**src/rtl/ring_arb_pkg.sv**
```systemverilog
// ring_arb_pkg: shared state encoding, counter widths and index-width helper for the ring bus arbiter.
package ring_arb_pkg;
  typedef enum logic [1:0] {IDLE, GRANT, TURN} state_t;
  localparam int HOLD_W = 8;
  localparam int TURN_W = 3;
  function automatic int idx_w(int n);
    return n > 1 ? $clog2(n) : 1;
  endfunction
endpackage

```
**src/rtl/ring_bus_arbiter_rr_pick.sv**
```systemverilog
// rr_pick: combinational round-robin pick, first set req bit searching upward from ptr+1 with wrap.
module rr_pick #(
  parameter int N = 20,
  parameter int W = 5
) (
  input  logic [N-1:0] req,
  input  logic [W-1:0] ptr,
  output logic         valid,
  output logic [W-1:0] idx
);
  int j;
  // Scan farthest-first so the nearest hit after ptr is the last one written.
  always_comb begin
    valid = |req;
    idx = '0;
    j = 0;
    for (int k = N; k >= 1; k--) begin
      j = int'(ptr) + k;
      j = j >= N ? j - N : j;
      if (req[j]) idx = W'(j);
    end
  end
endmodule

```
**src/rtl/ring_bus_arbiter.sv**
```systemverilog
// ring_bus_arbiter: round-robin ring owner arbiter with hold limit and turnaround gap.
// Optional RING_ARB_STATS_EN adds saturating grant_cnt / revoke_cnt ports.
module ring_bus_arbiter
  import ring_arb_pkg::*;
#(
  parameter int NUM_REQ  = 20,
  parameter int MAX_HOLD = 8,
  parameter int TURN_CYC = 1
) (
  input  logic                        clk,
  input  logic                        rst,
  input  logic [NUM_REQ-1:0]          req,
  input  logic [NUM_REQ-1:0]          done,
  output logic [NUM_REQ-1:0]          gnt,
  output logic [idx_w(NUM_REQ)-1:0]   gnt_idx,
  output logic                        busy,
  output logic                        drive_en
`ifdef RING_ARB_STATS_EN
  ,
  output logic [15:0]                 grant_cnt,
  output logic [15:0]                 revoke_cnt
`endif
);
  localparam int W = idx_w(NUM_REQ);
  if (NUM_REQ < 2 || NUM_REQ > 32 || MAX_HOLD < 1 || MAX_HOLD > 255 || TURN_CYC < 1 || TURN_CYC > 7) begin : g_bad_param
    $error("ring_bus_arbiter: parameter out of range");
  end
  state_t state;
  logic [HOLD_W-1:0] hold_cnt;
  logic [TURN_W-1:0] turn_cnt;
  logic [W-1:0] ptr, win;
  logic any, forced, rel;
  rr_pick #(.N(NUM_REQ), .W(W)) u_pick (.req(req), .ptr(ptr), .valid(any), .idx(win));
  assign forced = hold_cnt == HOLD_W'(MAX_HOLD);
  assign rel = done[gnt_idx] | ~req[gnt_idx] | forced;
  always_ff @(posedge clk) begin
    if (rst) begin
      state <= IDLE;
      gnt <= '0;
      gnt_idx <= '0;
      busy <= 1'b0;
      drive_en <= 1'b0;
      hold_cnt <= '0;
      turn_cnt <= '0;
      ptr <= W'(NUM_REQ - 1);
    end else begin
      case (state)
        IDLE: if (any) begin
          gnt <= NUM_REQ'(1) << win;
          gnt_idx <= win;
          ptr <= win;
          hold_cnt <= HOLD_W'(1);
          busy <= 1'b1;
          drive_en <= 1'b1;
          state <= GRANT;
        end
        GRANT: if (rel) begin
          gnt <= '0;
          gnt_idx <= '0;
          drive_en <= 1'b0;
          turn_cnt <= TURN_W'(1);
          state <= TURN;
        end else hold_cnt <= hold_cnt + HOLD_W'(1);
        TURN: if (turn_cnt == TURN_W'(TURN_CYC)) begin
          busy <= 1'b0;
          state <= IDLE;
        end else turn_cnt <= turn_cnt + TURN_W'(1);
        default: state <= IDLE;
      endcase
    end
  end
`ifdef RING_ARB_STATS_EN
  always_ff @(posedge clk) begin
    if (rst) begin
      grant_cnt <= '0;
      revoke_cnt <= '0;
    end else begin
      if (state == IDLE && any && grant_cnt != 16'hFFFF) grant_cnt <= grant_cnt + 16'd1;
      if (state == GRANT && forced && revoke_cnt != 16'hFFFF) revoke_cnt <= revoke_cnt + 16'd1;
    end
  end
`endif
endmodule
```
**config.mk**
```make
export PLATFORM = sky130hd
export DESIGN_NAME = ring_bus_arbiter
export DESIGN_NICKNAME = d
export VERILOG_FILES = /design/src/rtl/ring_arb_pkg.sv /design/src/rtl/ring_bus_arbiter_rr_pick.sv /design/src/rtl/ring_bus_arbiter.sv
export SDC_FILE = /design/constraint.sdc
export NUM_CORES = 1
export LEC_CHECK = 0
export ABC_AREA = 1
export ABC_CLOCK_PERIOD_IN_PS = 5200
export CAP_MARGIN = 20
export CORE_UTILIZATION = 30
export DETAILED_ROUTE_END_ITERATION = 16
export GPL_TIMING_DRIVEN = 0
export PLACE_DENSITY = 0.51
export SLEW_MARGIN = 40
export SYNTH_ARGS = -nofsm -noshare
export SYNTH_HDL_FRONTEND = slang
export SYNTH_HIERARCHICAL = 1
export SYNTH_SLANG_ARGS = --single-unit
```
**constraint.sdc**
```tcl
create_clock -name clk -period 5.2 [get_ports clk]
set_clock_uncertainty 0.1 [all_clocks]
set_input_delay 0.52 -clock clk [delete_from_list [all_inputs] [get_ports clk]]
set_output_delay 0.52 -clock clk [all_outputs]
set_load 0.02 [all_outputs]
```
## Word level (Yosys, flattened, before mapping)

Index checks and enable logic that the tools add are counted.
Widths: inputs -> output; s select.

| storage, ports and cells | value |
|---|---|
| register bits after elaboration | 45 |
| input bits | 42 |
| output and inout bits | 27 |
| word-level logic and storage cells | 240 |

| cells by class | value |
|---|---|
| add/sub/neg operators | 42 |
| $lt $le $gt $ge | 41 |
| equal/unequal tests | 9 |
| shift operators | 1 |
| muxes and demuxes | 125 |
| bitwise gates (word level) | 3 |
| reduce and logical (&&, ||, !) cells | 11 |

Operator list:

| kind | count |
|---|---|
| $ge 32x6->1 const B | 20 |
| $lt 32x7->1 const B | 20 |
| $mux 32 | 20 |
| $sub 32x6->32 const B | 20 |
| $bmux 1 s5 | 22 |
| $mux 5 | 22 |
| $add 5x4->6 const B | 8 |
| $mux 1 | 45 |
| $mux 20 | 2 |
| $pmux 20 s2 | 1 |
| $add 5x5->6 const B | 5 |
| $add 5x3->6 const B | 4 |
| $reduce_or 20->1 | 1 |
| $shl 1x5->20 const A | 1 |
| $mux 8 | 2 |
| $pmux 8 s2 | 1 |
| $reduce_and 3->1 | 5 |
| $add 5x2->6 const B | 2 |
| $ne 2x2->1 const B | 5 |
| $pmux 5 s2 | 1 |
| $add 8x1->8 const B | 1 |
| $eq 8x4->1 const B | 1 |
| $add 5x1->6 const B | 1 |
| $lt 5x6->1 const B | 1 |
| other kinds (14) | 21 |

## Depth between registers and ports, before layout

Gate-level depths: netlist of run 1.

| logic depth | value |
|---|---|
| depth after elaboration | 29 |
| gate-level depth with buffers | 56 |
| mapped depth without buffers | 55 |

## Modules after synthesis

Netlist of run 1, hierarchy kept.

By module, submodules not included:

| module | times used | cells an instance | area an instance (um^2) | seq. area each (um^2) |
|---|---|---|---|---|
| rr_pick | 1 | 944 | 4773.3 | 0.0 |
| ring_bus_arbiter | 1 | 389 | 2467.4 | 900.9 |

## Least setup slack after synthesis of run 1

Ideal clock, no wire load.

| timing path | value |
|---|---|
| path type | reg-to-reg |
| start | reg ptr[1] |
| end | reg gnt[6] |
| library setup time | 0.064 ns |
| arrival | 4.872 ns |
| data required time | 5.036 ns |
| path slack | 0.164 ns |
| cell stages (with the launch flop) | 51 |
| buffers on the path | 1 |
| period minus slack after synthesis | 5.036 ns |
| cell sequence | dfxtp_1 -> inv_1 -> clkbuf_1 -> ha_1 -> nand2_1 -> nand2_1 -> nand2_1 -> nand2_1 -> inv_1 -> ha_1 -> nand2_1 -> nand2_1 -> nor2_1 -> nand2_1 -> nand3_1 -> nand3_1 -> nand3_1 -> nand2_1 -> (+15 left out) -> nand2_1 -> nand2_1 -> nand2_1 -> nand2_1 -> nand2_1 -> nand2_1 -> nand2_1 -> nand2_1 -> nand2_1 -> a21oi_1 -> inv_1 -> nor2_1 -> inv_1 -> nor2_1 -> nand2_1 -> nand3_1 -> nand2_1 -> nor2_1 |

| on the way | value |
|---|---|
| word-level cells in the longest chain between the ends | 29 |
| elaborated cells on any way between the ends | 163 |
| those cells by class | add/sub: 40; order compare: 20; shift: 1; mux: 102 |

Ends and longest elaborated chain:

| what | line | text |
|---|---|---|
| from (decl) | ring_bus_arbiter.sv:31 | `logic [W-1:0] ptr, win;` |
| from (signal assigned) | ring_bus_arbiter.sv:45 | `ptr <= W'(NUM_REQ - 1);` |
| from (signal assigned) | ring_bus_arbiter.sv:51 | `ptr <= win;` |
| $add 5x5->6 | ring_bus_arbiter_rr_pick.sv:18 | `j = int'(ptr) + k;` |
| $sub 32x6->32 or $ge 32x6->1 (tied branches) | ring_bus_arbiter_rr_pick.sv:19 | `j = j >= N ? j - N : j;` |
| $mux 32 | ring_bus_arbiter_rr_pick.sv:19 |  |
| $bmux 1 s5 | ring_bus_arbiter_rr_pick.sv:20 | `if (req[j]) idx = W'(j);` |
| $mux 1 (implied by the code) (2 in a row) | ring_bus_arbiter_rr_pick.sv:20 |  |
| $mux 5 (19 in a row) | ring_bus_arbiter_rr_pick.sv:20 |  |
| $mux 5 * | ring_bus_arbiter_rr_pick.sv:20 |  |
| via win[2] | ring_bus_arbiter.sv:31 |  |
| $shl 1x5->20 * | ring_bus_arbiter.sv:49 | `gnt <= NUM_REQ'(1) << win;` |
| $mux 20 * | ring_bus_arbiter.sv:48 | `IDLE: if (any) begin` |
| $pmux 20 s2 * | ring_bus_arbiter.sv:47 | `case (state)` |
| to (signal assigned) | ring_bus_arbiter.sv:49 |  |
| to (decl) | ring_bus_arbiter.sv:14 | `output logic [NUM_REQ-1:0] gnt,` |

Mark *: on every way through the listed nets, which the timed path passes. The rest lies on a longest branch. The select of a mux whose other input is x is not followed.
A chain may end at the register's enable or synchronous reset.

## Final worst setup path of run 1

| timing path | value |
|---|---|
| start | reg ptr[1] |
| end | reg gnt[10] |

The elaborated chain is that of the path after synthesis.

==> results of run 1 <==
-- through the flow --
step | cell area [µm²] | hold WS [ps]
3_3_place_gp | 8320 | 357
2_1_floorplan | 7240 | 365
5_1_grt | 9980 | 404
3_5_place_dp | 8320 | 358
4_1_cts | 8770 | 374
6_report | 9980 | 370
-- final cells by class --
cell class,instances,area [µm²]
clock buffer,5,125
multi-input combinational,1045,6200
tap,319,399
inverter,209,846
fill,2610,13600
clock inverter,3,21.3
timing repair buffer,138,1230
sequential,45,917
buffer,32,239
-- kinds of logic (layout without fill, tap and decap cells) --
kind of cell | Yosys count | count (layout)
simple gates | 712 | 712
compound gates | 245 | 245
buf+inv | 243 | 387
fa+ha+maj | 47 | 47
flops | 45 | 45
xor+xnor | 39 | 39
mux | 2 | 2
-- layer usage --
metal  global-route usage, %  wire (µm)
met3                    1.24       1180
met5                       0          0
met4                    6.80        835
met2                    38.5      14000
met1                    28.8      12900
-- critical path: cells and delay by family, from the launching register on --
kind / cells / cell delay, ps
AND/OR/NAND/NOR: 28 / 2320
AO/OA/AOI/OAI: 8 / 1250
flip-flops: 1 / 410
buffers and inverters: 4 / 430
adder cells (fa/ha/maj): 2 / 340
-- registers in the layout (all words and copies together), names as in the netlist --
register / count
turn_cnt: 3
busy: 1
gnt: 20
ptr: 5
state: 2
hold_cnt: 8
drive_en: 1
gnt_idx: 5
-- final timing paths --
| kind | slack (ps) | endpoint | cells after the start | start |
|---|---|---|---|---|
| worst min register to register | 370 | gnt[1]$_SDFFE_PP0P_ | 2 | gnt[1]$_SDFFE_PP0P_ |
| worst min-delay path | 370 | gnt[1]$_SDFFE_PP0P_ | 2 | gnt[1]$_SDFFE_PP0P_ |
| worst max register to register | 230 | gnt[10]$_SDFFE_PP0P_ | 42 | ptr[1]$_SDFFE_PP1P_ |
| worst max-delay path | 230 | gnt[10]$_SDFFE_PP0P_ | 42 | ptr[1]$_SDFFE_PP1P_ |
-- placed cells by master (no fill, tap or decap), types with 6 or more instances in the layout --
master	synthesis	routed
o21a_1	12	8
o21ai_1	9	15
ha_1	47	31
inv_1	190	173
nand4_1	10	10
or2_2	10	9
o21ai_0	111	87
clkbuf_1	16	9
nand2_2	6	34
dfxtp_1	45	40
inv_4	2	8
nand3_1	106	93
nand2_4	1	16
a21oi_1	69	63
buf_6	2	6
ha_4	0	10
nor2_1	171	161
buf_2	10	8
o21ai_4	1	7
ha_2	0	6
nand3_2	11	22
xor2_1	32	26
nor2_4	0	7
clkdlybuf4s50_1	0	68
buf_4	6	71
clkbuf_16	0	7
o21ai_2	2	14
nand2_1	367	324
o211ai_1	16	16
nor3_1	12	6
inv_2	15	21
-- what timing repair did --
action	4_1_cts	5_1_grt
cloned	0	0
pin swaps	4	58
gates resized for setup	73	203
endpoints found under the setup margin	30	28
buffers inserted	8	62
==> metrics.txt, run 1 <==
DRT iter0 DRCs=635; CTS tree=done; end-of-flow core utilization=42.4%; Final Cycle Share=95.6%; Placer Congestion=0.928; core region area=23,500 µm²; wire per inst=16.1 µm; share of the synthesized area in the top cell type=19.0%; I/O Buffers=68; Post-Syn Nets=1,422; placed cells=1,720; Die Ht=157 µm; GRT Util Overall=22.0%; DRC viols=0; final WL=28.9 mm; sequential area share after synthesis=12.4%; Crit path arrival time=5060 ps; Clk Latency, worst-skew pair=290 ps; # IOs=69; CP max FO=7; critical path class=reg -> reg; status=completed; FFs w/ async S/R, synth=0%; post-route minimum period=4970 ps; # clock sinks=45; Final Hold Violating Endpoints=0; Hold Crit Class=reg -> reg; Initial Utilization=30.8%; P&R area growth vs syn=37.8%; CP max-delay cell=dfxtp_4; Clock Tree Root=clkbuf_16; Synth top cells by count=367 x nand2_1, 190 x inv_1, 171 x nor2_1; Synth cell types=52; antenna diode count=0; H-tree depth=2; Chip Width=157 µm; pin count of the biggest net entering global routing=17; Vias=8,973; Post-Layout Cell Count=1,796; Data required, critical path=5290 ps; hpwl dp=22.2 mm; min setup slack post-route=229 ps; Clock Tree Buf Depth=2; Worst-path clk slew=70 ps; unrepaired setup endpoints after global routing=true; main combinational cell family by area after synthesis=simple AND/OR/NAND/NOR gates; Setup violations, final=0; drt pass-1 iters=5; Worst Tran Pin Value=687 ps; die area=24,800 µm²; Fmax=201 MHz; grt total ovfl=0; top post-synthesis cells by area=nand2_1 19%, dfxtp_1 12%, inv_1 9.8%; mux cell area share after synthesis=0.294%; EDFF count, synth=0; Avg Synthesized Cell Area=5.43 µm²; Setup WS pre-CTS=-1720 ps; MaxCap Viol Count=0; worst rel slew slack=53.7%; Mapped Area=7240 µm²; vias in the first global route=8,010; Top FF cell, synth=dfxtp_1; post-synthesis adder-cell area fraction=8.12%; cts hold-fix bufs=0; first-pass GRT wire length=42.3 mm; Antenna Violating Nets Remaining=0; Synth Area in XOR/XNOR=5.08%; Mapped Cells=1,333; top-count cell post-synth=nand2_1; layout cell share with drive strength beyond 1=20.9%; # rows=56; fin nets=1,565; Slew Limit Fails=0; startpoint types=flip-flop; Yosys top cell by area=nand2_1; initial antenna violation count=0; most frequent CP cell=nand2_4; Num CTS Buffers=5; Synth Area in Compound Gates=19.1%; final setup TNS=0 ps; Crit. End Element=flip-flop; Via density=5.00; post-synthesis simple-gate area fraction=41.6%; Synth Warn #=6; Crit path largest cell delay=410 ps; Yosys reg bits=45
Power of run 1 is left out: the tool's default activity adds up to more than one toggle a clock period on the data nets, which glitch-free logic cannot reach.
==> inputs of run 2 (changes only) <==
- ABC_CLOCK_PERIOD_IN_PS: 5200 -> 4800
- CORE_ASPECT_RATIO: default -> 0.9
- PLACE_DENSITY: 0.51 -> 0.49
- SYNTH_HIERARCHICAL: 1 -> default
- clock period: 5.2 -> 4.8 ns (I/O delays scaled with it)
==> run 2 against run 1 <==
  * Non-clock buffer count shrank 11
  * Die area shrank 1.2%
  * Setup slack lost 2.5 ps
  * Register-to-register slack is essentially flat
  * Critical path type unchanged
  * Routed wire length shrank 1.4%
  * Largest cell class unchanged
  * Critical path depth shrank 3
  * Synthesized area shrank 1.3%
  * Highest routed layer unchanged
  * Final cell count shrank 9.3%
  * Flip-flop and latch count is the same
  * Cell area shrank 2.1%
  * Synthesized cell count shrank 11%
  * Utilization shrank 0.53 points
==> metrics.txt, run 2 <==
status=completed; cts hold-fix bufs=0 (unchanged); initial antenna violation count=0 (unchanged); Final Hold Violating Endpoints=0 (unchanged); Clk Latency, worst-skew pair=290 ps (about the same); final WL=28.5 mm (-1.4%); Slew Limit Fails=0 (unchanged); top-count cell post-synth=nand2_1; top post-synthesis cells by area=nand2_1 19%, dfxtp_1 13%, ha_1 8.2%; # rows=53 (-5.4%); worst hold stages=2 (unchanged); end-of-flow core utilization=41.9% (-0.53 points); Post-Layout Cell Count=1,629 (-9.3%); max FFs per register=20 (unchanged); Design Area, Final=9770 µm² (-2.1%); Mapped Area=7150 µm² (-1.3%); die area=24,500 µm² (-1.2%); Chip Width=165 µm (+4.7%); share of the synthesized area in the top cell type=18.7% (-0.33 points); P&R area growth vs syn=36.7%; CP max FO=5 (-2); CP max-delay cell=dfxtp_4; worst rel slew slack=44.8% (-8.9 points); Crit. End Element=flip-flop; EDFF count, synth=0 (unchanged); first-pass GRT wire length=42.9 mm (+1.3%); MaxCap Viol Count=0 (unchanged); unrepaired setup endpoints after global routing=true; antenna diode count=0 (unchanged); Clock Tree Buf Depth=2 (unchanged); DRC viols=0 (unchanged); Placer Congestion=0.897 (-3.3%); Worst Hold Launch=gnt[19]$_SDFFE_PP0P_; Via density=5.13 (+2.7%); CTS tree=done; register area=917 µm² (unchanged); vias in the first global route=7,535 (-5.9%); Die Ht=148 µm (-5.7%); reg2reg start=ptr[1]$_SDFFE_PP1P_; GRT Util Overall=23.0% (+0.98 points); Crit path arrival time=4700 ps (-360 ps); Worst Setup SP=ptr[1]$_SDFFE_PP1P_; sequential area share after synthesis=12.6% (+0.16 points); fin nets=1,416 (-9.5%); Multi-input gate area=6200 µm² (about the same); DRT iter0 DRCs=682 (+7.4%); Yosys reg bits=45 (unchanged); Post-Syn Nets=1,277 (-10%); filler cell count=2,512 (-3.8%); Initial Utilization=30.6% (-0.13 points); placed cells=1,556 (-9.5%); Setup violations, final=0 (unchanged); Vias=8,360 (-6.8%); critical path class=reg -> reg; Clock Tree Root=clkbuf_16; startpoint types=flip-flop; Final Cycle Share=95.3% (-0.31 points); most common cell after layout, fill and taps aside=nand2_1; post-route minimum period=4570 ps (-397 ps); Synth Warn #=0 (-6); Synth top cells by count=356 x nand2_1, 129 x inv_1, 88 x a21oi_1; Synth cell types=62 (+19%); # clock sinks=45 (unchanged); # IOs=69 (unchanged); Worst-path clk slew=70 ps (about the same); Data required, critical path=4920 ps (-370 ps); pin count of the biggest net entering global routing=16 (-1); Fmax=219 MHz (+8.7%); DP Area=8200 µm² (-1.5%); I/O Buffers=67 (-1.5%); FFs w/ async S/R, synth=0% (unchanged); Hold Crit Class=reg -> reg; Worst Tran Pin Value=820 ps (+132 ps); Yosys top cell by area=nand2_1; Antenna Violating Nets Remaining=0 (unchanged); most flop-heavy register=gnt; Num CTS Buffers=5 (unchanged); Crit path largest cell delay=370 ps (-40 ps); H-tree depth=2 (unchanged); most frequent cells in the layout=324 x nand2_1, 116 x inv_1, 85 x a21oi_1; Avg Synthesized Cell Area=6.02 µm² (+11%); Worst R2R Path Depth=39 (-7.1%); layout cell share with drive strength beyond 1=26.1% (+5.3 points); most frequent CP cell=nand2_1; core region area=23,300 µm² (-0.85%); drt pass-1 iters=8 (+3); Top FF cell, synth=dfxtp_1; biggest regs=gnt: 20 flops, hold_cnt: 8 flops; Mapped Cells=1,187 (-11%); hpwl dp=22.7 mm (+2.2%); grt total ovfl=0 (unchanged); wire per inst=17.5 µm (+8.7%)
run 2: final cells by class:
cell class,instances,area share [%]
multi-input combinational,950,63.5
timing repair buffer,133,12.5
sequential,45,9.39
tap,302,3.87
buffer,26,2.37
clock inverter,3,0.218
inverter,165,6.93
clock buffer,5,1.28
run 2: what timing repair did:
item / in CTS / in global routing
resized for setup: 66 / 158
endpoints found under the hold margin: 0 / 0
endpoints found under the setup margin: 30 / 30
pin swaps: 7 / 55
buffers inserted: 12 / 54
run 2: path summary, 6_finish.rpt:
check | end | slack [ps]
setup / recovery | gnt[10]$_SDFFE_PP0P_ | 230
hold / removal | gnt[19]$_SDFFE_PP0P_ | 360
setup reg to reg | gnt[10]$_SDFFE_PP0P_ | 230
hold reg to reg | gnt[19]$_SDFFE_PP0P_ | 360
run 2: metrics by stage:
stage / hold slack, ps / setup TNS [ps] / setup WS [ps]
finish: 363 / 0 / 226
global route: 398 / -940 / -101
CTS: 369 / 0 / 7.19
detailed placement: 358 / -26400 / -1020
global placement: 354 / -35950 / -1320
floorplan: 353 / 0 / 237
run 2: routing by layer:
metal | vias up | track usage (%) | share of wire (%)
met1 | 3870 | 36.7 | 50
li1 | 4182 | - | -
met5 | - | 0 | 0
met2 | 278 | 32.8 | 41
met3 | 30 | 1.67 | 6.6
met4 | 0 | 5.09 | 1.7
run 2: critical path, delay by kind of cell (launching register included):
kind	cells	cell delay, ps
simple gates	19	1610
compound gates	11	1280
buf+inv	6	580
flops	1	370
fa+ha+maj	2	350
xor+xnor	1	200
run 2: cells by family (layout without fill, tap and decap cells):
| logic type | count (synthesis) | in the layout | share of synthesized area (%) |
|---|---|---|---|
| adders and majority gates | 48 | 48 | 8.51 |
| muxes | 3 | 3 | 0.472 |
| and+or+nand+nor | 588 | 588 | 37.8 |
| AOI/OAI and AO/OA | 273 | 273 | 23.4 |
| xor gates and xnor gates | 38 | 38 | 5.97 |
| buffers and inverters | 192 | 332 | 11.3 |
| DFF | 45 | 45 | 12.6 |
Power of run 2 is left out for the same reason.
